`config.mk`:
```
export PLATFORM = sky130hd
export DESIGN_NAME = wb_regfile
export DESIGN_NICKNAME = d
export VERILOG_FILES = /design/src/rtl/wb_regfile.sv
export SDC_FILE = /design/constraint.sdc
export NUM_CORES = 2
export LEC_CHECK = 0
export CORE_MARGIN = 2
export CORE_UTILIZATION = 40
export CTS_CLUSTER_SIZE = 14
export DETAILED_ROUTE_END_ITERATION = 8
export PLACE_DENSITY = 0.56
export SYNTH_ARGS = -nofsm -noshare
export SYNTH_HDL_FRONTEND = slang
export SYNTH_SLANG_ARGS = --single-unit
export TNS_END_PERCENT = 100
```
`constraint.sdc`:
```
create_clock -name clk -period 8.25 [get_ports clk]
set_clock_uncertainty 0.2 [all_clocks]
set_input_delay 2.475 -clock clk [delete_from_list [all_inputs] [get_ports clk]]
set_output_delay 2.475 -clock clk [all_outputs]
set_load 0.005 [all_outputs]
```
`src/rtl/wb_regfile.sv`:
```
// Writeback-stage register file: load extraction, commit, bypass, retire count.
// Ports: clk, rst_n, *_from_wb writeback bundle, rs1/rs2 read ports, load_misalign, retire_cnt.
module wb_regfile (
  input  logic        clk,
  input  logic        rst_n,
  input  logic [4:0]  rd_from_wb,
  input  logic        write_reg_from_wb,
  input  logic        read_mem_from_wb,
  input  logic [2:0]  funct3_from_wb,
  input  logic [31:0] result_from_wb,
  input  logic [31:0] data_from_mem_from_wb,
  input  logic [4:0]  rs1_addr,
  input  logic [4:0]  rs2_addr,
  output logic [31:0] rs1_data,
  output logic [31:0] rs2_data,
  output logic        load_misalign,
  output logic [31:0] retire_cnt
);

  logic [31:0] regs [1:31];
  logic [31:0] cnt_q;
  logic        mis_q;

  logic        is_b;
  logic        is_h;
  logic        is_w;
  logic        sx;
  logic        ld_b;
  logic        ld_h;
  logic        ld_w;
  logic        alu;
  logic [7:0]  byte_v;
  logic [15:0] half_v;
  logic [31:0] wb_val;
  logic        mis_now;
  logic        commit;

  // Undefined size codes (011/110/111) fall through to word loads.
  always_comb begin
    is_b = (funct3_from_wb[1:0] == 2'b00);
    is_h = (funct3_from_wb[1:0] == 2'b01) &&
           !(funct3_from_wb == 3'b111);
    is_w = !(is_b || is_h);
    sx   = !funct3_from_wb[2];
  end

  always_comb begin
    ld_b = read_mem_from_wb && is_b;
    ld_h = read_mem_from_wb && is_h;
    ld_w = read_mem_from_wb && is_w;
    alu  = !read_mem_from_wb;
  end

  always_comb begin
    byte_v = data_from_mem_from_wb[7:0];
    unique case (result_from_wb[1:0])
      2'd0: byte_v = data_from_mem_from_wb[7:0];
      2'd1: byte_v = data_from_mem_from_wb[15:8];
      2'd2: byte_v = data_from_mem_from_wb[23:16];
      2'd3: byte_v = data_from_mem_from_wb[31:24];
      default: byte_v = data_from_mem_from_wb[7:0];
    endcase
  end

  always_comb begin
    half_v = result_from_wb[1] ?
             data_from_mem_from_wb[31:16] :
             data_from_mem_from_wb[15:0];
  end

  always_comb begin
    wb_val = result_from_wb;
    unique case (1'b1)
      alu:  wb_val = result_from_wb;
      ld_b: wb_val = {{24{sx & byte_v[7]}}, byte_v};
      ld_h: wb_val = {{16{sx & half_v[15]}}, half_v};
      ld_w: wb_val = data_from_mem_from_wb;
      default: wb_val = result_from_wb;
    endcase
  end

  // Gated on the write enable so idle (possibly X) inputs
  // never raise a misalign pulse.
  always_comb begin
    mis_now = write_reg_from_wb && read_mem_from_wb &&
              ((is_h && result_from_wb[0]) ||
               (is_w && (result_from_wb[1:0] != 2'b00)));
    commit  = write_reg_from_wb &&
              (rd_from_wb != 5'd0) && !mis_now;
  end

  always_ff @(posedge clk or negedge rst_n) begin
    if (!rst_n) begin
      for (int i = 1; i < 32; i++) begin
        regs[i] <= 32'd0;
      end
    end else if (commit) begin
      regs[rd_from_wb] <= wb_val;
    end
  end

  always_ff @(posedge clk or negedge rst_n) begin
    if (!rst_n) begin
      cnt_q <= 32'd0;
      mis_q <= 1'b0;
    end else begin
      mis_q <= mis_now;
      if (commit) begin
        cnt_q <= cnt_q + 32'd1;
      end
    end
  end

  // Read ports: index 0 and reset force zero, then bypass, then storage.
  always_comb begin
    rs1_data = 32'd0;
    if (rst_n && (rs1_addr != 5'd0)) begin
      if (commit && (rs1_addr == rd_from_wb)) begin
        rs1_data = wb_val;
      end else begin
        rs1_data = regs[rs1_addr];
      end
    end
  end

  always_comb begin
    rs2_data = 32'd0;
    if (rst_n && (rs2_addr != 5'd0)) begin
      if (commit && (rs2_addr == rd_from_wb)) begin
        rs2_data = wb_val;
      end else begin
        rs2_data = regs[rs2_addr];
      end
    end
  end

  assign load_misalign = mis_q;
  assign retire_cnt    = cnt_q;

endmodule

```
* Word-level counts from Yosys, hierarchy flattened
Index checks and enable logic that the tools add are counted.
** Word-level totals
- Register bits after elaboration :: 1025
- Input bits :: 86
- Output and inout bits :: 97
- Logic and storage cells :: 93
** Cells by class
- $add $sub $neg :: 1
- Order comparisons :: 4
- Equal/unequal tests :: 7
- Muxes and demuxes :: 16
- Bitwise gates (word level) :: 5
- Reductions and logical operators :: 27
** Operators with widths (number)
- $bwmux W992 :: 1
- $bmux W32 S5 :: 2
- $mux W32 :: 9
- $demux W32 S5 :: 1
- $pmux W32 S3 :: 1
- $add A32 B1 Y32 const B :: 1
- $pmux W8 S4 :: 1
- $ge A6 B6 Y1 const B :: 3
- $not A5 Y6 :: 3
- $mux W16 :: 1
- $logic_and A1 B1 Y1 :: 15
- $reduce_bool A5 Y1 :: 3
- $eq A5 B5 Y1 :: 2
- $lt A6 B1 Y1 const B :: 1
- $eq A2 B1 Y1 const B :: 2
- $eq A2 B2 Y1 const B :: 2
- $logic_not A1 Y1 :: 4
- $logic_not A2 Y1 :: 2
- $eq A3 B3 Y1 const B :: 1
- $and A1 B1 Y1 :: 2
- $logic_or A1 B1 Y1 :: 2
- $reduce_bool A2 Y1 :: 1

* Logic depth before layout (Yosys ltp)
- Word-level depth :: 13
- Gate-level depth with buffers :: 11
- Gate-level depth less buffers :: 6

* Worst setup path after synthesis
Ideal clock, no wire load.
- Kind :: in2out
- From :: in rs1_addr[0]
- To :: out rs1_data[21]
- Arrival time :: 4357 ps
- Data required time :: 5575 ps
- Slack :: 1218 ps
- Stages :: 8
- Buffers on the path :: 3
- Cells stage by stage :: buf_2 -> buf_6 -> buf_2 -> mux4_2 -> a211oi_1 -> a21oi_1 -> a2111oi_0 -> a211oi_1
** On the way
- Cells in the longest elaborated chain, start to end :: 6
- Elaborated cells on any way between the ends :: 10
- Those cells by class :: eq/ne: 1; mux: 5; bitwise: 1; reduce/logical: 3
** RTL lines
- start, declared :: line 12 : input logic [4:0] rs1_addr,
- $not A5 Y6 (not written as such) :: line 121 : rs1_data = regs[rs1_addr];
- $bmux W32 S5 :: line 121
- $mux W32 (not written as such) (2 in a row) :: line 121
- $mux W32 :: line 118 : if (commit && (rs1_addr == rd_from_wb)) begin
- $mux W32 * :: line 117 : if (rst_n && (rs1_addr != 5'd0)) begin
- end, declared :: line 14 : output logic [31:0] rs1_data,
Mark *: on every way between the ends. The rest lies on a longest branch, timed or not. The select of a mux whose other input is x is not followed.

* Worst setup path in the final report
- From :: in rs2_addr[3]
- To :: out rs2_data[30]
** On the way
- Cells in the longest elaborated chain, start to end :: 6
- Elaborated cells on any way between the ends :: 10
- Those cells by class :: eq/ne: 1; mux: 5; bitwise: 1; reduce/logical: 3
** RTL lines
- start, declared :: line 13 : input logic [4:0] rs2_addr,
- $not A5 Y6 (not written as such) :: line 132 : rs2_data = regs[rs2_addr];
- $bmux W32 S5 :: line 132
- $mux W32 (not written as such) (2 in a row) :: line 132
- $mux W32 :: line 129 : if (commit && (rs2_addr == rd_from_wb)) begin
- $mux W32 * :: line 128 : if (rst_n && (rs2_addr != 5'd0)) begin
- end, declared :: line 15 : output logic [31:0] rs2_data,
Marked as above.

==> flow_summary.yaml <==
job:
  maxCapViolations: 0
finish:
  instances_no_fill: 7145
  area_growth_pct: 16.2
  regArea_mm2: 0.0256
  final_net_count: 5356
  multi_input_area_mm2: 0.0267
  num-fill-cells: 12500
  final_cell_mix: "1,121 x nand2_1, 1,025 x dfrtp_1, 993 x o21ai_0"
  final_common_cell: "nand2_1"
  drive_above_1_share_pct: 19.4
drt:
  avgViaCountPerCell: 6.11
  ant_nets: 0
  via_count: 43700
  wl_mm: 205
  wl_per_cell_um: 28.7
  dr.pass1.iters: 7
  drc: 0
  first_iter_violations: 4666
worst_setup_path:
  critPathMaxStageDelay_ns: 0.99
  crit_path_start_kind: "input pin"
  crit_required_ns: 5.58
  crit_path_end_kind: "primary output"
  cp_slowest_cell: "o31ai_2"
  crit_arrival_ns: 5.61
  cp_max_fo: 20
  worstSetupPathType: "input pin to primary output"
  crit_chain: "buf_4, buf_12, or3_1, o31ai_2, nor2_4, a32o_1, clkdlybuf4s50_1"
clocking:
  cts_setup_buffers: 0
  clock_latency_ns: 0.75
  tritoncts: "done"
  clockBufferDepth: 3
  path_clk_slew_ns: 0.06
  cts_made_buffers: 110
  cts.sinks: 1025
  root_buffer: "clkbuf_16"
  htree_levels: 3
  cts_hold_buffers: 0
logic_synthesis:
  netlist_instances: 5226
  synth_fp_nets: 5313
  yosysSeqAreaShare_pct: 47.3
  yosysWarningCount: 0
  ys.flop_type: "dfrtp_1"
  async_reset_ff_share_pct: 100
  synth_area_leaders: "dfrtp_1 47%, mux4_2 15%, o21ai_0 9.2%"
  synth_area_mm2: 0.0542
  synth.distinct_cells: 69
  synth_top_area_share_pct: 47.3
  synth_edf_count: 0
  syn_area_per_cell_um2: 10.4
  synth_largest_area_cell: "dfrtp_1"
  ys_ff_latch: 1025
global_route:
  grt_antenna_before_repair: 10
  grt_pass1_vias: 42800
  grt_pass1_wl_mm: 301
  grt_overflow_total: 0
  grt_usage_pct: 29.6
  grt_max_degree: 169
pwr:
  power_density_mw_per_mm2: 233
  total_power_w: 0.0147
  p_leak_nw: 27.1
  vdd.ir_drop.worst_mv: 0.180
sta:
  setup_violations: 1
  rsz0062_at_grt: "true"
  timing.fmax_ghz: 0.121
  hold_viol: 0
  worstMarginPinSlew_ns: 1.23
  fin_ws_ns: -0.0352
  drv_slew: 0
  fin_crit_ns: 8.29
  relSlewSlack_pct: 17.3
  tns_ns: -0.0352
  finalCritPeriodShare_pct: 100
placed_design:
  gp_congestion: 0.874
  dp_hpwl_mm: 130
  placed_cells: 6937
  io_buffer_count: 182
floorplan:
  die_h_um: 372
  initial_utilization_pct: 40.2
  fp.dieArea_mm2: 0.139
  fp.coreArea_mm2: 0.135
  rows: 135
  die_x_um: 372
  io_pins: 183
run_status:
  run_status: "finished with violations"
  violations: "setup timing"
worst_hold_path:
  hp-class: "register to register"
## critical path, delay by kind of cell
kind,cells,cell delay [ns]
AOI/OAI and AO/OA,2,1.40
buffers and inverters,3,0.94
and+or+nand+nor,2,0.77
## area by class of cell
class	count	area share, %
Multi-Input combinational cell	3629	42.4
Sequential cell	1025	40.7
Timing Repair Buffer	477	7.14
Clock buffer	147	4.94
Tap cell	1781	3.54
Clock inverter	57	1.10
Inverter	26	0.155
Antenna cell	3	0.0119
## power breakdown
group,switching (W),total [W],internal (W)
combinational,0.00149,0.00287,0.00138
sequential,0.000670,0.00656,0.00588
clock,0.00221,0.00526,0.00306
total,0.00437,0.0147,0.0103
## kinds of logic (layout without fill, tap and decap cells)
family | after synthesis | count (layout) | synth area share [%]
adder cells (fa/ha/maj) | 1 | 1 | 0.0231
AND/OR/NAND/NOR | 1417 | 1418 | 10.8
buffers and inverters | 573 | 707 | 4.47
other | 0 | 3 | 0
flip-flops | 1025 | 1025 | 47.3
XOR/XNOR | 41 | 41 | 0.662
multiplexers | 646 | 646 | 20.3
AO/OA/AOI/OAI | 1523 | 1523 | 16.5
## final timing paths
kind | startpoint | end | slack [ns] | cells past startpoint
worst min-delay path | retire_cnt[31] | retire_cnt[31] | 0.27 | 1
worst max register to register | retire_cnt[10] | retire_cnt[31] | 5.51 | 6
worst min register to register | retire_cnt[31] | retire_cnt[31] | 0.27 | 1
worst max-delay path | rs2_addr[3] | rs2_data[30] | -0.04 | 7
min in group asynchronous | rst_n | regs[866] | 1.37 | 1
max in group asynchronous | rst_n | regs[819] | 2.18 | 6
## sequential cells by signal (all words and copies together), names as in the netlist
name and flops:
retire_cnt 32, regs 992, load_misalign 1
## Yosys cell counts (24+ instances only)
master / n
o21ai_0: 1002
mux2i_1: 192
o21ai_1: 33
o2111ai_1: 25
inv_1: 24
o22ai_1: 52
a221oi_1: 94
nor2_1: 70
a211oi_1: 85
a221o_1: 24
clkbuf_1: 399
mux4_2: 353
nand3_1: 24
nor2b_1: 61
xnor2_1: 28
nor3_1: 41
nand2_1: 1137
dfrtp_1: 1025
nand2b_1: 25
a21oi_1: 72
mux2_2: 100
buf_2: 100
## metal layers
layer / GRT usage, % / up-vias / wire (µm)
met5: 0 / - / 35
met4: 11.3 / 6 / 8630
met3: 6.88 / 414 / 19600
met2: 44.9 / 2065 / 91100
met1: 41.4 / 22100 / 85900
li1: - / 19100 / -
## through the flow
stage	instance area [µm²]	worst slack (ns)	hold WS, ns	util [%]
after global routing	63000	-0.0814	0.301	46.7
after floorplan	54200	1.22	0.259	-
after detailed placement	59100	-0.312	0.259	43.8
final	63000	-0.0352	0.269	46.7
after global placement	59100	-0.333	0.255	43.8
after CTS	62900	0.0109	0.274	46.6
## repair_timing
| item | CTS | global route |
|---|---|---|
| pin swaps | 3 | 12 |
| gates resized for setup | 6 | 17 |
| setup endpoints to repair | 5 | 51 |
| cloned | 0 | 1 |
Power figures use the tool's default switching activity.
